### config.mk
export PLATFORM = sky130hd
export DESIGN_NAME = onehot_encoder_hs_flat
export DESIGN_NICKNAME = d
export VERILOG_FILES = /design/src/rtl/onehot_encoder_hs_if.sv /design/src/rtl/onehot_encoder_hs.sv /design/src/flat_wrapper.sv
export SDC_FILE = /design/constraint.sdc
export NUM_CORES = 1
export LEC_CHECK = 0
export BUFFER_PORTS_ARGS = -buffer_cell sky130_fd_sc_hd__buf_2
export CAP_MARGIN = 10
export CORE_UTILIZATION = 50
export DETAILED_ROUTE_END_ITERATION = 7
export PLACE_DENSITY = 0.85
export SYNTH_ARGS = -nofsm -noshare
export SYNTH_HDL_FRONTEND = slang
export SYNTH_SLANG_ARGS = --single-unit
export TNS_END_PERCENT = 100
### constraint.sdc
create_clock -name clk -period 4.5 [get_ports clk]
set_input_delay 0.675 -clock clk [delete_from_list [all_inputs] [get_ports clk]]
set_output_delay 0.675 -clock clk [all_outputs]
set_load 0.005 [all_outputs]
### src/rtl/onehot_encoder_hs_if.sv
// onehot_encoder_hs_if: handshake bundle between a one-hot producer, the encoder and the code consumer
interface onehot_encoder_hs_if #(
    parameter int N   = 4,
    parameter int CW  = $clog2(N),
    parameter int ECW = 8
);
    logic           in_valid;
    logic           in_ready;
    logic [N-1:0]   in_onehot;
    logic           out_valid;
    logic           out_ready;
    logic [CW-1:0]  out_code;
    logic           out_zero;
    logic           out_multi;
    logic [ECW-1:0] err_count;

    modport master (
        output in_valid, in_onehot, out_ready,
        input  in_ready, out_valid, out_code, out_zero, out_multi, err_count
    );

    modport slave (
        input  in_valid, in_onehot, out_ready,
        output in_ready, out_valid, out_code, out_zero, out_multi, err_count
    );
endinterface

### src/rtl/onehot_encoder_hs.sv
// onehot_encoder_hs: registered one-hot to binary encoder with valid/ready on both sides and malformed-input flags
module onehot_encoder_hs #(
    parameter int N   = 4,
    parameter int CW  = 2,
    parameter int ECW = 8
) (
    input logic               clk,
    input logic               rst_n,
    onehot_encoder_hs_if.slave bus
);
    typedef enum logic {EMPTY, FULL} state_t;

    state_t         state_q;
    logic [CW-1:0]  code_q, code_d;
    logic           zero_q, zero_d;
    logic           multi_q, multi_d;
    logic [ECW-1:0] err_q, err_d;
    logic           accept;

    // Decoder drives code k on bit N-1-k, so the highest set bit wins and yields the lowest code
    always_comb begin
        code_d = '0;
        for (int p = 0; p < N; p++) code_d = bus.in_onehot[p] ? CW'(N - 1 - p) : code_d;
        zero_d  = ~|bus.in_onehot;
        multi_d = |(bus.in_onehot & (bus.in_onehot - N'(1)));
        err_d   = ((zero_d | multi_d) && err_q != '1) ? err_q + ECW'(1) : err_q;
    end

    // The slot can take a new vector when empty or when the held one leaves this cycle
    assign bus.in_ready  = rst_n & (state_q == EMPTY | bus.out_ready);
    assign accept        = bus.in_valid & bus.in_ready;
    assign bus.out_valid = state_q == FULL;
    assign bus.out_code  = code_q;
    assign bus.out_zero  = zero_q;
    assign bus.out_multi = multi_q;
    assign bus.err_count = err_q;

    // Output slot: an accept always (re)fills it, a drain without accept empties it
    always_ff @(posedge clk or negedge rst_n) begin
        if (!rst_n) begin
            state_q <= EMPTY;
            code_q  <= '0;
            zero_q  <= 1'b0;
            multi_q <= 1'b0;
            err_q   <= '0;
        end else if (accept) begin
            state_q <= FULL;
            code_q  <= code_d;
            zero_q  <= zero_d;
            multi_q <= multi_d;
            err_q   <= err_d;
        end else if (bus.out_ready) begin
            state_q <= EMPTY;
        end
    end
endmodule

### src/flat_wrapper.sv
// flat-port wrapper written by rule: the top's interface ports become plain ports
module onehot_encoder_hs_flat 
#(
    parameter int N   = 4,
    parameter int CW  = 2,
    parameter int ECW = 8
)
  (clk, rst_n, bus_in_valid, bus_in_onehot, bus_out_ready, bus_in_ready, bus_out_valid, bus_out_code, bus_out_zero, bus_out_multi, bus_err_count);
  onehot_encoder_hs_if #(.N(N), .CW(CW), .ECW(ECW)) bus_i ();
  input logic clk;
  input logic rst_n;
  input wire logic [$bits(bus_i.in_valid)-1:0] bus_in_valid;
  input wire logic [$bits(bus_i.in_onehot)-1:0] bus_in_onehot;
  input wire logic [$bits(bus_i.out_ready)-1:0] bus_out_ready;
  output wire logic [$bits(bus_i.in_ready)-1:0] bus_in_ready;
  output wire logic [$bits(bus_i.out_valid)-1:0] bus_out_valid;
  output wire logic [$bits(bus_i.out_code)-1:0] bus_out_code;
  output wire logic [$bits(bus_i.out_zero)-1:0] bus_out_zero;
  output wire logic [$bits(bus_i.out_multi)-1:0] bus_out_multi;
  output wire logic [$bits(bus_i.err_count)-1:0] bus_err_count;
  assign bus_i.in_valid = bus_in_valid;
  assign bus_i.in_onehot = bus_in_onehot;
  assign bus_i.out_ready = bus_out_ready;
  assign bus_in_ready = bus_i.in_ready;
  assign bus_out_valid = bus_i.out_valid;
  assign bus_out_code = bus_i.out_code;
  assign bus_out_zero = bus_i.out_zero;
  assign bus_out_multi = bus_i.out_multi;
  assign bus_err_count = bus_i.err_count;
  onehot_encoder_hs #(.N(N), .CW(CW), .ECW(ECW)) u_core (.clk(clk), .rst_n(rst_n), .bus(bus_i));
endmodule
==> Implementation_results.wiki <==
{| class="wikitable"
! Metric !! Value
|-
| Area of the multi-input gates || about 330 um2
|-
| Buffer type at the clock tree root || sky130_fd_sc_hd__clkbuf_4
|-
| Vias per cell || approximately 5.7
|-
| Skew-Pair Late Insertion Delay || 270 ps
|-
| Final clock period utilization by the worst path || 42.7%
|-
| TritonRoute pass-1 iters || 4
|-
| IR drop worst, VDD || about 0.24 mV
|-
| Initial drt markers || 16
|-
| TritonCTS clock tree || built
|-
| Simple-gate share of the synthesized area || between 20% and 30%
|-
| Area Overhead vs Synth || 19.6%
|-
| Overall die height || 38.8 um
|-
| IO Pins || 22
|-
| Cell Pwr Density || ~430 nW/um2
|-
| Arrival time at the worst endpoint || around 1300 ps
|-
| Fraction of layout instances using a drive strength above 1 || between 30% and 40%
|-
| Pwr Total || ~340 uW
|-
| Post-CTS setup repair buffer count || 0
|-
| Final Cell Area || between 800 and 900 um2
|-
| Utilization after layout || 68.1%
|-
| Sequential area share after synthesis || between 40% and 50%
|-
| Relative slew slack || between 60% and 70%
|-
| Resized cells post-CTS || 0
|-
| Xor/xnor cell area share of the yosys netlist || roughly 10%
|-
| Post-Syn Instances || 64
|-
| First-pass GRT wire length || 2150 um
|-
| Area of the die || between 1500 and 2000 um2
|-
| Synthesized area || around 680 um2
|-
| Arithmetic-cell share of the synthesized area counting full adders, half adders and majority gates || 3.33%
|-
| Routability congestion estimate || roughly 0.82
|-
| Routed Antenna Nets || 0
|-
| Fraction of synthesized area in multiplexers || under 10%
|-
| Final #Nets || between 90 and 100
|-
| Number of clock buffers inserted by TritonCTS || 3
|-
| Endpoints failing hold || 0
|-
| Worst clock skew || a little over 4 ps
|-
| Outcome || completed
|-
| Site row count || 12
|-
| # DRC || 0
|-
| Clock tree buffer depth || 2
|-
| Worst-case setup slack after placement || ~2400 ps
|-
| Clock tree sinks || 13
|-
| Combinational family with the most area after synthesis || simple AND/OR/NAND/NOR gates
|-
| Syn Nets || 73
|-
| Setup repair after global routing missed its margin || no
|-
| Grt ovf || 0
|-
| Cell type with the highest aggregate area in the netlist || sky130_fd_sc_hd__dfrtp_1
|-
| Final Max Slew Viols || 0
|-
| Maximum operating frequency || about 0.52 GHz
|-
| Top cell type's share of synthesized area || between 40% and 50%
|-
| Die extent in x || approximately 39 um
|-
| Critical Path Source Type || primary input
|-
| Number of warnings reported in the yosys synthesis log || 0
|-
| Hold Buf Count CTS || 0
|-
| Static leakage || just under 0.4 nW
|-
| Routed vias || slightly below 600
|-
| Antenna cells || 0
|-
| Area after DPL || about 800 um2
|-
| Mean instance size in the synthesized netlist || 10.6 um2
|-
| Critical Path Fanout Max || 5
|-
| Required time worst endpoint || between 3000 and 4000 ps
|-
| Number of global-route vias before repair || roughly 510
|-
| Count of filler cells inserted in the layout || 100
|-
| Slew at the pin closest to its max-slew limit || 526 ps
|-
| Starting utilization of the core area || a little under three fifths
|-
| Average wire per standard cell || between 10 and 15 um
|-
| Worst min-delay path category || in2async
|-
| Seq. cell area || 325 um2
|-
| Critical path start-end classification || in2out
|-
| Clock H-tree levels || 1
|-
| Port buffer count || 21
|-
| Pin count of the biggest net entering global routing || 17
|-
| Initial antenna violation count || 0
|-
| Most area-consuming cells after synthesis || sky130_fd_sc_hd__dfrtp_1, sky130_fd_sc_hd__xnor2_1, sky130_fd_sc_hd__nand2_1
|-
| Post-route worst setup slack || 2580 ps
|-
| Fin crit period || between 1500 and 2000 ps
|-
| Core area || 1190 um2
|-
| Maxcap violations || 0
|-
| Total routing resource utilization after global routing || 21.2%
|-
| Compound-cell area share of the yosys netlist || under 10%
|-
| Final setup violation count || 0
|-
| Clock-pin slew on the worst setup and hold paths || approximately 80 ps
|-
| Setup TNS || 0 ps
|-
| Netlist cell types || 28
|-
| Critical path capture point type || output port
|-
| Number of flip-flops and latches in the synthesized netlist || 13
|-
| Post-Route WL || 1360 um
|}
-- through the flow --
step           cells  hold slack [ps]
6_report         101              283
3_5_place_dp      97              460
5_1_grt          101              307
2_1_floorplan     64              379
4_1_cts          101              293
3_3_place_gp      97              455
-- registers in the layout, indices dropped and copies added, names as in the netlist --
name and count:
u_core.bus.out_zero 1, u_core.bus.out_valid 1, u_core.bus.out_multi 1, u_core.bus.out_code 2, u_core.bus.err_count 8
-- placed cells by master, fill, tap and decap left out --
master,count
sky130_fd_sc_hd__buf_2,21
sky130_fd_sc_hd__dfrtp_1,13
sky130_fd_sc_hd__nand2_1,7
sky130_fd_sc_hd__xnor2_1,7
sky130_fd_sc_hd__nand3_1,4
sky130_fd_sc_hd__nand4_1,4
sky130_fd_sc_hd__and3_1,3
sky130_fd_sc_hd__clkbuf_4,3
sky130_fd_sc_hd__and2_1,2
sky130_fd_sc_hd__nor2_1,2
sky130_fd_sc_hd__o21ai_0,2
sky130_fd_sc_hd__o31ai_1,2
sky130_fd_sc_hd__nand2b_1,1
sky130_fd_sc_hd__nor3_1,1
sky130_fd_sc_hd__xor2_1,1
sky130_fd_sc_hd__nor4b_1,1
sky130_fd_sc_hd__a221oi_2,1
sky130_fd_sc_hd__nor3b_1,1
sky130_fd_sc_hd__nand4b_1,1
sky130_fd_sc_hd__nor2b_1,1
sky130_fd_sc_hd__maj3_1,1
sky130_fd_sc_hd__or3_1,1
sky130_fd_sc_hd__o41ai_1,1
sky130_fd_sc_hd__nand3_2,1
sky130_fd_sc_hd__mux2_4,1
sky130_fd_sc_hd__inv_1,1
sky130_fd_sc_hd__a21oi_1,1
sky130_fd_sc_hd__ha_1,1
sky130_fd_sc_hd__clkbuf_1,1
-- layer usage --
layer	track usage, %	wire length [um]	vias to the layer above	part of all wire (%)
met5	0	0	-	0
met4	12.1	19	0	1.4
met3	4.62	78	4	5.7
met2	32.9	667	30	49
met1	26.8	598	265	44
li1	-	-	278	-
-- path summary, 6_finish.rpt --
path / start / to / slack (ps) / cells after the start
max: bus_out_ready / bus_in_ready / 2580 / 4
min: rst_n / u_core.bus.out_valid / 280 / 1
max reg2reg: u_core.bus.err_count[0] / u_core.bus.err_count[1] / 2830 / 5
min reg2reg: u_core.bus.out_zero / u_core.bus.out_zero / 480 / 2
max in group asynchronous: rst_n / u_core.bus.err_count[4] / 3980 / 1
min in group clk: u_core.bus.out_zero / u_core.bus.out_zero / 480 / 2
-- area by class of cell --
type	instances	area share, %
Clock buffer	4	3.25
Inverter	1	0.464
Multi-Input combinational cell	48	40.9
Sequential cell	13	40.2
Tap cell	14	2.17
Timing Repair Buffer	21	13.0
-- cell usage after synthesis (all sizes together) --
master and instances:
nor3b 1, o41ai 1, nand2b 1, and2 2, maj3 1, o31ai 2
or3 1, nor3 1, nand4 4, nor2 2, mux2 1, nand3 5
ha 1, inv 1, dfrtp 13, nand4b 1, nor4b 1, a21oi 1
nor2b 1, a221oi 1, xnor2 7, and3 3, xor2 1, o21ai 2
buf 2, nand2 7
-- logic make-up (layout without fill, tap and decap cells) --
family,count (synthesis),count (layout)
AO/OA/AOI/OAI,7,7
XOR/XNOR,8,8
adder cells (fa/ha/maj),2,2
buffers and inverters,3,26
flip-flops,13,13
multiplexers,1,1
AND/OR/NAND/NOR,30,30
-- worst max-delay path: stages --
cell and delay (ps):
sky130_fd_sc_hd__buf_2 90, sky130_fd_sc_hd__nand2b_1 190, sky130_fd_sc_hd__and2_1 180, sky130_fd_sc_hd__buf_2 120
-- report_power, final --
| part | internal, mW | switching (mW) |
|---|---|---|
| Sequential | 0.145 | 0.0305 |
| Combinational | 0.0542 | 0.0448 |
| Clock | 0.0343 | 0.0357 |
| Total | 0.233 | 0.111 |
(Power assumes the default switching activity.)
